`config.mk`:
```
export PLATFORM = sky130hd
export DESIGN_NAME = obstacle_field
export DESIGN_NICKNAME = d
export VERILOG_FILES = /design/src/rtl/flappy_pkg.sv /design/src/rtl/lfsr16.sv /design/src/rtl/obstacle_field.sv
export SDC_FILE = /design/constraint.sdc
export NUM_CORES = 1
export LEC_CHECK = 0
export ABC_AREA = 1
export BUFFER_PORTS_ARGS = -buffer_cell sky130_fd_sc_hd__buf_2
export CORE_ASPECT_RATIO = 1.4
export CORE_MARGIN = 3
export CORE_UTILIZATION = 30
export CTS_CLUSTER_SIZE = 30
export DETAILED_ROUTE_END_ITERATION = 8
export HOLD_SLACK_MARGIN = 0.12
export PLACE_DENSITY = 0.45
export SLEW_MARGIN = 20
export SYNTH_ARGS = -nofsm -noshare
export SYNTH_HDL_FRONTEND = slang
export SYNTH_HIERARCHICAL = 1
export SYNTH_SLANG_ARGS = --single-unit
```
`constraint.sdc`:
```
create_clock -name clk_100MHz -period 4.76 [get_ports clk_100MHz]
set_input_delay 0.952 -clock clk_100MHz [delete_from_list [all_inputs] [get_ports clk_100MHz]]
set_output_delay 0.952 -clock clk_100MHz [all_outputs]
set_load 0.02 [all_outputs]
```
`src/rtl/flappy_pkg.sv`:
```
// Shared constants, types and helpers for the flappy obstacle engine.
package flappy_pkg;

  localparam int N_BARS    = 4;
  localparam int SCREEN_W  = 640;
  localparam int SCREEN_H  = 480;
  localparam int BAR_W     = 40;
  localparam int GAP_H     = 80;
  localparam int SPACING   = 180;
  localparam int SPEED     = 2;
  localparam int GAP_MIN   = 60;
  localparam int GAP_MAX   = 420;
  localparam int DEAD_HOLD = 30;
  localparam logic [15:0] LFSR_SEED = 16'hACE1;
  // Galois toggle mask for x^16 + x^14 + x^13 + x^11 + 1 (right-shifting form)
  localparam logic [15:0] LFSR_TAPS = 16'hB400;

  typedef enum logic [1:0] {
    IDLE = 2'd0,
    PLAY = 2'd1,
    DEAD = 2'd2
  } game_state_t;

  typedef struct packed {
    logic [10:0] x;
    logic [9:0]  gap;
  } bar_t;

  // Parked position of pipe i: just off the right edge, SPACING apart
  function automatic logic [10:0] bar_home(input int i);
    return 11'(SCREEN_W + BAR_W + i * SPACING);
  endfunction

  // Forces a raw 9-bit random value into the legal gap-centre window
  function automatic logic [9:0] clamp_gap(input logic [8:0] raw);
    if ({1'b0, raw} < 10'(GAP_MIN)) return 10'(GAP_MIN);
    if ({1'b0, raw} > 10'(GAP_MAX)) return 10'(GAP_MAX);
    return {1'b0, raw};
  endfunction

endpackage

```
`src/rtl/lfsr16.sv`:
```
// 16-bit Galois LFSR used as the gap-centre random source.
module lfsr16
  import flappy_pkg::*;
#(
  parameter logic [15:0] SEED = 16'hACE1
) (
  input  logic        clk_100MHz,
  input  logic        reset,
  input  logic        en,
  output logic [15:0] state
);

  // Shift right, folding the outgoing bit back through the tap mask
  always_ff @(posedge clk_100MHz or posedge reset) begin
    if (reset) begin
      state <= SEED;
    end else if (en) begin
      state <= {1'b0, state[15:1]} ^ (state[0] ? LFSR_TAPS : 16'h0000);
    end
  end

endmodule

```
`src/rtl/obstacle_field.sv`:
```
// Scrolling pipes, bird collision, score keeping and the IDLE/PLAY/DEAD game FSM.
// Motion advances once per video frame on the synchronised vsync falling edge.
module obstacle_field
  import flappy_pkg::*;
(
  input  logic                     clk_100MHz,
  input  logic                     reset,
  input  logic                     vsync,
  input  logic                     flap,
  input  logic [9:0]               bird_x,
  input  logic [9:0]               bird_y,
  input  logic [3:0]               bird_w,
  input  logic [3:0]               bird_h,
  output logic [N_BARS-1:0][10:0]  bar_x,
  output logic [N_BARS-1:0][9:0]   gap_y,
  output logic [7:0]               score,
  output logic                     playing,
  output logic                     game_over,
  output logic                     frame_tick
);

  localparam logic [10:0]        SPEED_X    = 11'(SPEED);
  localparam logic [10:0]        RESPAWN_X  = 11'(N_BARS * SPACING - SPEED);
  localparam logic [9:0]         HOME_GAP   = 10'(SCREEN_H / 2);
  localparam logic signed [11:0] BAR_W_S    = 12'(BAR_W);
  localparam logic signed [11:0] HALF_GAP_S = 12'(GAP_H / 2);
  localparam logic signed [11:0] SCREEN_H_S = 12'(SCREEN_H);
  localparam logic [4:0]         HOLD_MAX   = 5'(DEAD_HOLD);

  function automatic logic [7:0] sat_add(input logic [7:0] s, input logic [2:0] inc);
    logic [8:0] sum;
    sum = {1'b0, s} + {6'b0, inc};
    return sum[8] ? 8'hFF : sum[7:0];
  endfunction

  logic               vsync_s1, vsync_s2, vsync_d;
  logic               flap_s1, flap_s2, flap_d, flap_evt;
  logic [15:0]        lfsr_state;
  logic [9:0]         gap_cand;
  logic               unused_lfsr_hi;
  game_state_t        state, state_nx;
  logic [4:0]         hold_cnt;
  logic signed [11:0] half_w, half_h;
  logic signed [11:0] bird_left_s, bird_right_s, bird_top_s, bird_bot_s;
  logic [10:0]        bird_left_u;
  logic [N_BARS-1:0]  hit_bar, passed;
  logic               hit;

  lfsr16 #(.SEED(LFSR_SEED)) u_lfsr (
    .clk_100MHz (clk_100MHz),
    .reset      (reset),
    .en         (1'b1),
    .state      (lfsr_state)
  );

  assign gap_cand       = clamp_gap(lfsr_state[8:0]);
  assign unused_lfsr_hi = ^lfsr_state[15:9];

  // Two-flop synchronisers plus a delay stage for edge detection; vsync idles high
  always_ff @(posedge clk_100MHz or posedge reset) begin
    if (reset) begin
      vsync_s1   <= 1'b1;
      vsync_s2   <= 1'b1;
      vsync_d    <= 1'b1;
      flap_s1    <= 1'b0;
      flap_s2    <= 1'b0;
      flap_d     <= 1'b0;
      frame_tick <= 1'b0;
    end else begin
      vsync_s1   <= vsync;
      vsync_s2   <= vsync_s1;
      vsync_d    <= vsync_s2;
      flap_s1    <= flap;
      flap_s2    <= flap_s1;
      flap_d     <= flap_s2;
      frame_tick <= vsync_d & ~vsync_s2;
    end
  end

  assign flap_evt = flap_s2 & ~flap_d;

  // Bird bounding box in 12-bit signed space so edges near zero never wrap
  assign half_w       = $signed({8'b0, bird_w}) >>> 1;
  assign half_h       = $signed({8'b0, bird_h}) >>> 1;
  assign bird_left_s  = $signed({2'b00, bird_x}) - half_w;
  assign bird_right_s = $signed({2'b00, bird_x}) + half_w;
  assign bird_top_s   = $signed({2'b00, bird_y}) - half_h;
  assign bird_bot_s   = $signed({2'b00, bird_y}) + half_h;
  assign bird_left_u  = bird_left_s[11] ? 11'd0 : bird_left_s[10:0];

  for (genvar i = 0; i < N_BARS; i++) begin : g_bar
    localparam bar_t HOME = '{x: bar_home(i), gap: HOME_GAP};
    bar_t               cur;
    logic               respawn;
    logic [10:0]        nxt_x;
    logic [9:0]         nxt_gap;
    logic signed [11:0] right_s, gap_s;

    assign respawn = (cur.x <= SPEED_X);
    assign nxt_x   = respawn ? cur.x + RESPAWN_X : cur.x - SPEED_X;
    assign nxt_gap = respawn ? gap_cand : cur.gap;

    // A pipe is passed when its right edge crosses the bird's left edge this frame
    assign passed[i] = (cur.x >= bird_left_u) && (nxt_x < bird_left_u);

    assign right_s    = $signed({1'b0, cur.x});
    assign gap_s      = $signed({2'b00, cur.gap});
    assign hit_bar[i] = (bird_left_s < right_s) && (bird_right_s > right_s - BAR_W_S) &&
                        ((bird_top_s < gap_s - HALF_GAP_S) || (bird_bot_s > gap_s + HALF_GAP_S));

    // Pipe register: parked in IDLE, scrolls/respawns each PLAY frame, frozen in DEAD
    always_ff @(posedge clk_100MHz or posedge reset) begin
      if (reset) begin
        cur <= HOME;
      end else if (state == IDLE) begin
        cur <= HOME;
      end else if (state == PLAY && frame_tick) begin
        cur <= '{x: nxt_x, gap: nxt_gap};
      end
    end

    assign bar_x[i] = cur.x;
    assign gap_y[i] = cur.gap;
  end

  assign hit = (|hit_bar) || (bird_bot_s >= SCREEN_H_S) || (bird_top_s < 12'sd0);

  // Game FSM transitions; flap is ignored while playing
  always_comb begin
    state_nx = state;
    case (state)
      IDLE:    if (flap_evt) state_nx = PLAY;
      PLAY:    if (frame_tick && hit) state_nx = DEAD;
      DEAD:    if (flap_evt && hold_cnt >= HOLD_MAX) state_nx = IDLE;
      default: state_nx = IDLE;
    endcase
  end

  // State, status flags and the DEAD hold counter
  always_ff @(posedge clk_100MHz or posedge reset) begin
    if (reset) begin
      state     <= IDLE;
      playing   <= 1'b0;
      game_over <= 1'b0;
      hold_cnt  <= 5'd0;
    end else begin
      state     <= state_nx;
      playing   <= (state_nx == PLAY);
      game_over <= (state_nx == DEAD);
      if (state != DEAD) begin
        hold_cnt <= 5'd0;
      end else if (frame_tick && hold_cnt < HOLD_MAX) begin
        hold_cnt <= hold_cnt + 5'd1;
      end
    end
  end

  // Score: cleared in IDLE, counts passed pipes on PLAY frames (including the fatal one)
  always_ff @(posedge clk_100MHz or posedge reset) begin
    if (reset) begin
      score <= 8'd0;
    end else if (state == IDLE) begin
      score <= 8'd0;
    end else if (state == PLAY && frame_tick) begin
      score <= sat_add(score, 3'($countones(passed)));
    end
  end

endmodule

```
==> metrics.cfg <==
[run_status]
status=finished, violations left
violations=setup timing

[hold_path]
min_path_cells=0
hold_start=flap_s1$_DFF_PP0_
hold_class=reg2reg
holdPathEnd=flap_s2$_DFF_PP0_

[setup_path]
endpoint_kind=flop
path_delay_family=adder cells
cp_num_buf_inv=7
reg2reg_from=bar_x[26]$_DFFE_PP1P_
critical_path.most_common_cell=fa_2
worst-setup-path-type=in2reg
r2r_slack_ns=0
cpPeakStageDelay_ns=0.62
startpoint_type=input pin
worstRegToRegCells=28
cp.required_ns=5.06
crit_arrival_ns=5.35
startpoint=bird_x[0]
cp_slowest_cell=fa_1
timing.rr.end=score[5]$_DFFE_PP0P_
path_max_fanout=3

[sta]
tns_ns=-2.08
relSlewSlack=0.434
tightest_slew_ns=0.843
fin_hold_ws_ns=0.349
period_share=1.06
setup_viol=8
fin_crit_ns=5.05
slew_viol_final=0
fin_ws_ns=-0.290
skew_ns=0.0175
hold_violations=0
max_freq_ghz=0.198
rsz0062_at_grt=yes

[cts]
clk_pin_slew_ns=0.06
cts_hold_buf=0
clock_sinks=116
clock_path_buffers=2
clock-root-buffer=clkbuf_16
numCtsBuffers=17
clock_latency_ns=0.45
htreeDepth=4
tritoncts=done

[placed_design]
port_buffers=116
place_congestion=0.888
dp_hpwl_um=38000

[yosys]
ys_types=54
ys_seq_area_frac=0.219
synth-edff-count=0
synth-seq-cells=116
synth_warnings=6
yosys.area_share.simple=0.230
synth_ff_type=dfrtp_1
synth_area_per_cell_um2=7.29
synth-xor-area-share=0.0701
synth.area.mux_share=0.000741
syn-cell-area_um2=13500
synth_top_family_by_area=adder cells
synth-adder-area-share=0.260
synthCells=1851
synthArstFlopShare=1.00
synth_compound_area_frac=0.127

[routing]
wl_per_cell_um=17.5
ant_nets=0
firstDrtPassIters=5
post-route-drc-count=0
viasPerCell=4.78
wl_um=46500
vias=12719
drt_iter0_drc=500

[grt]
grt_max_degree=43
grt.total_usage=0.198
grt_pass1_vias=12624
grt_overflow=0
antenna_found_initial=0
grt_pass1_wl_um=72200

[die]
core_um2=44300
start_util=0.305
die_w_um=185
rows=91
num_io_pins=127
design.die.area_um2=47600
die_h_um=257

[power]
powerDensity_nw_per_um2=477
p_leak_nw=8.71
vdd_drop_max_v=0.000263

[layout]
drive_gt1_frac=0.198
final_common_cell=nand2_1
num_antenna_cells=0
final_cell_mix=nand2_1, ha_1, inv_1
final_nets=2399
syn_to_final_growth_pct=22.8

[run]
max-cap-violations=0

==> flip-flops by register name, indices dropped and copies added (netlist names) <==
| name | count |
|---|---|
| u_lfsr/state | 16 |
| gap_y | 36 |
| flap_s2 | 1 |
| score | 8 |
| flap_s1 | 1 |
| vsync_s1 | 1 |
| hold_cnt | 5 |
| playing | 1 |
| state | 2 |
| vsync_s2 | 1 |
| game_over | 1 |
| vsync_d | 1 |
| bar_x | 40 |
| flap_d | 1 |
| frame_tick | 1 |
==> report_power, final <==
| group | switching, mW | total, mW | internal (mW) |
|---|---|---|---|
| combinational | 3.07 | 4.98 | 1.91 |
| sequential | 0.340 | 1.64 | 1.30 |
| clock | 0.553 | 1.29 | 0.737 |
| total | 3.96 | 7.91 | 3.95 |
==> stage by stage <==
| stage | power [mW] | setup WS (ns) | cell area [um^2] | util | cells |
|---|---|---|---|---|---|
| global route | 8.76 | -0.506 | 16600 | 0.374 | 2662 |
| finish | 7.91 | -0.290 | 16600 | 0.374 | 2662 |
| global placement | 6.54 | -0.945 | 15800 | 0.358 | 2624 |
| floorplan | 4.93 | -0.321 | 13800 | - | 1858 |
| CTS | 7.99 | -0.200 | 16500 | 0.373 | 2660 |
| detailed placement | 6.62 | -0.992 | 15800 | 0.358 | 2624 |
==> cell type report <==
class | instances | area [um^2]
Inverter | 266 | 1020
Tap cell | 558 | 698
Multi-Input combinational cell | 1436 | 9680
Sequential cell | 116 | 2960
Clock buffer | 19 | 443
Timing Repair Buffer | 254 | 1660
Fill cell | 4776 | 27700
Clock inverter | 13 | 124
==> how the worst max path moves through the flow <==
stage,to,slack (ns),cells past startpoint
2_1_floorplan,score[5]$_DFFE_PP0P_,-0.32,26
3_3_place_gp,score[2]$_DFFE_PP0P_,-0.95,30
3_5_place_dp,score[2]$_DFFE_PP0P_,-0.99,29
4_1_cts,score[3]$_DFFE_PP0P_,-0.20,30
5_1_grt,score[5]$_DFFE_PP0P_,-0.51,30
6_report,score[5]$_DFFE_PP0P_,-0.29,29
==> synth_stat cells (all sizes together), types with 2 or more instances <==
library cell	count	area, um^2
nor3b	2	15.0
xnor2	10	87.6
clkbuf	15	58.8
a21o	16	120
or2	9	56.3
xor2	98	858
buf	25	190
o31ai	6	45.0
nand2	426	1630
a22oi	11	82.6
o22ai	17	106
ha	269	3370
a21oi	121	609
nand3	80	413
o21ai	121	628
dfstp	43	1130
conb	2	7.51
dfrtp	73	1830
o211a	3	30.0
nor2	159	622
a211oi	4	30.0
o21a	3	22.5
inv	263	992
nand3b	3	22.5
nor3	17	90.1
and3	2	12.5
nand4	33	221
fa	7	140
o21bai	2	15.0
clkinv	3	11.3
a31oi	2	12.5
==> layer usage <==
| metal | global-route usage | share of wire | wire, um | vias up |
|---|---|---|---|---|
| met5 | 0 | 0 | 0 | - |
| met4 | 0.0665 | 0.027 | 1260 | 0 |
| met3 | 0.0182 | 0.025 | 1150 | 47 |
| met2 | 0.375 | 0.54 | 24900 | 201 |
| met1 | 0.230 | 0.41 | 19200 | 5914 |
| li1 | - | - | - | 6557 |
==> timing repair <==
item	CTS	global route
buffers inserted	4	2
pin swaps	15	3
endpoints found under the setup margin	8	8
hold endpoints to repair	0	0
resized for setup	27	8
==> cells by family after synthesis <==
kind of cell | Yosys count
simple gates | 734
other cells | 2
compound gates | 308
fa+ha+maj | 276
buf+inv | 306
flops | 116
mux | 1
xor+xnor | 108
Note: power is estimated with default switching activity, not from simulation.
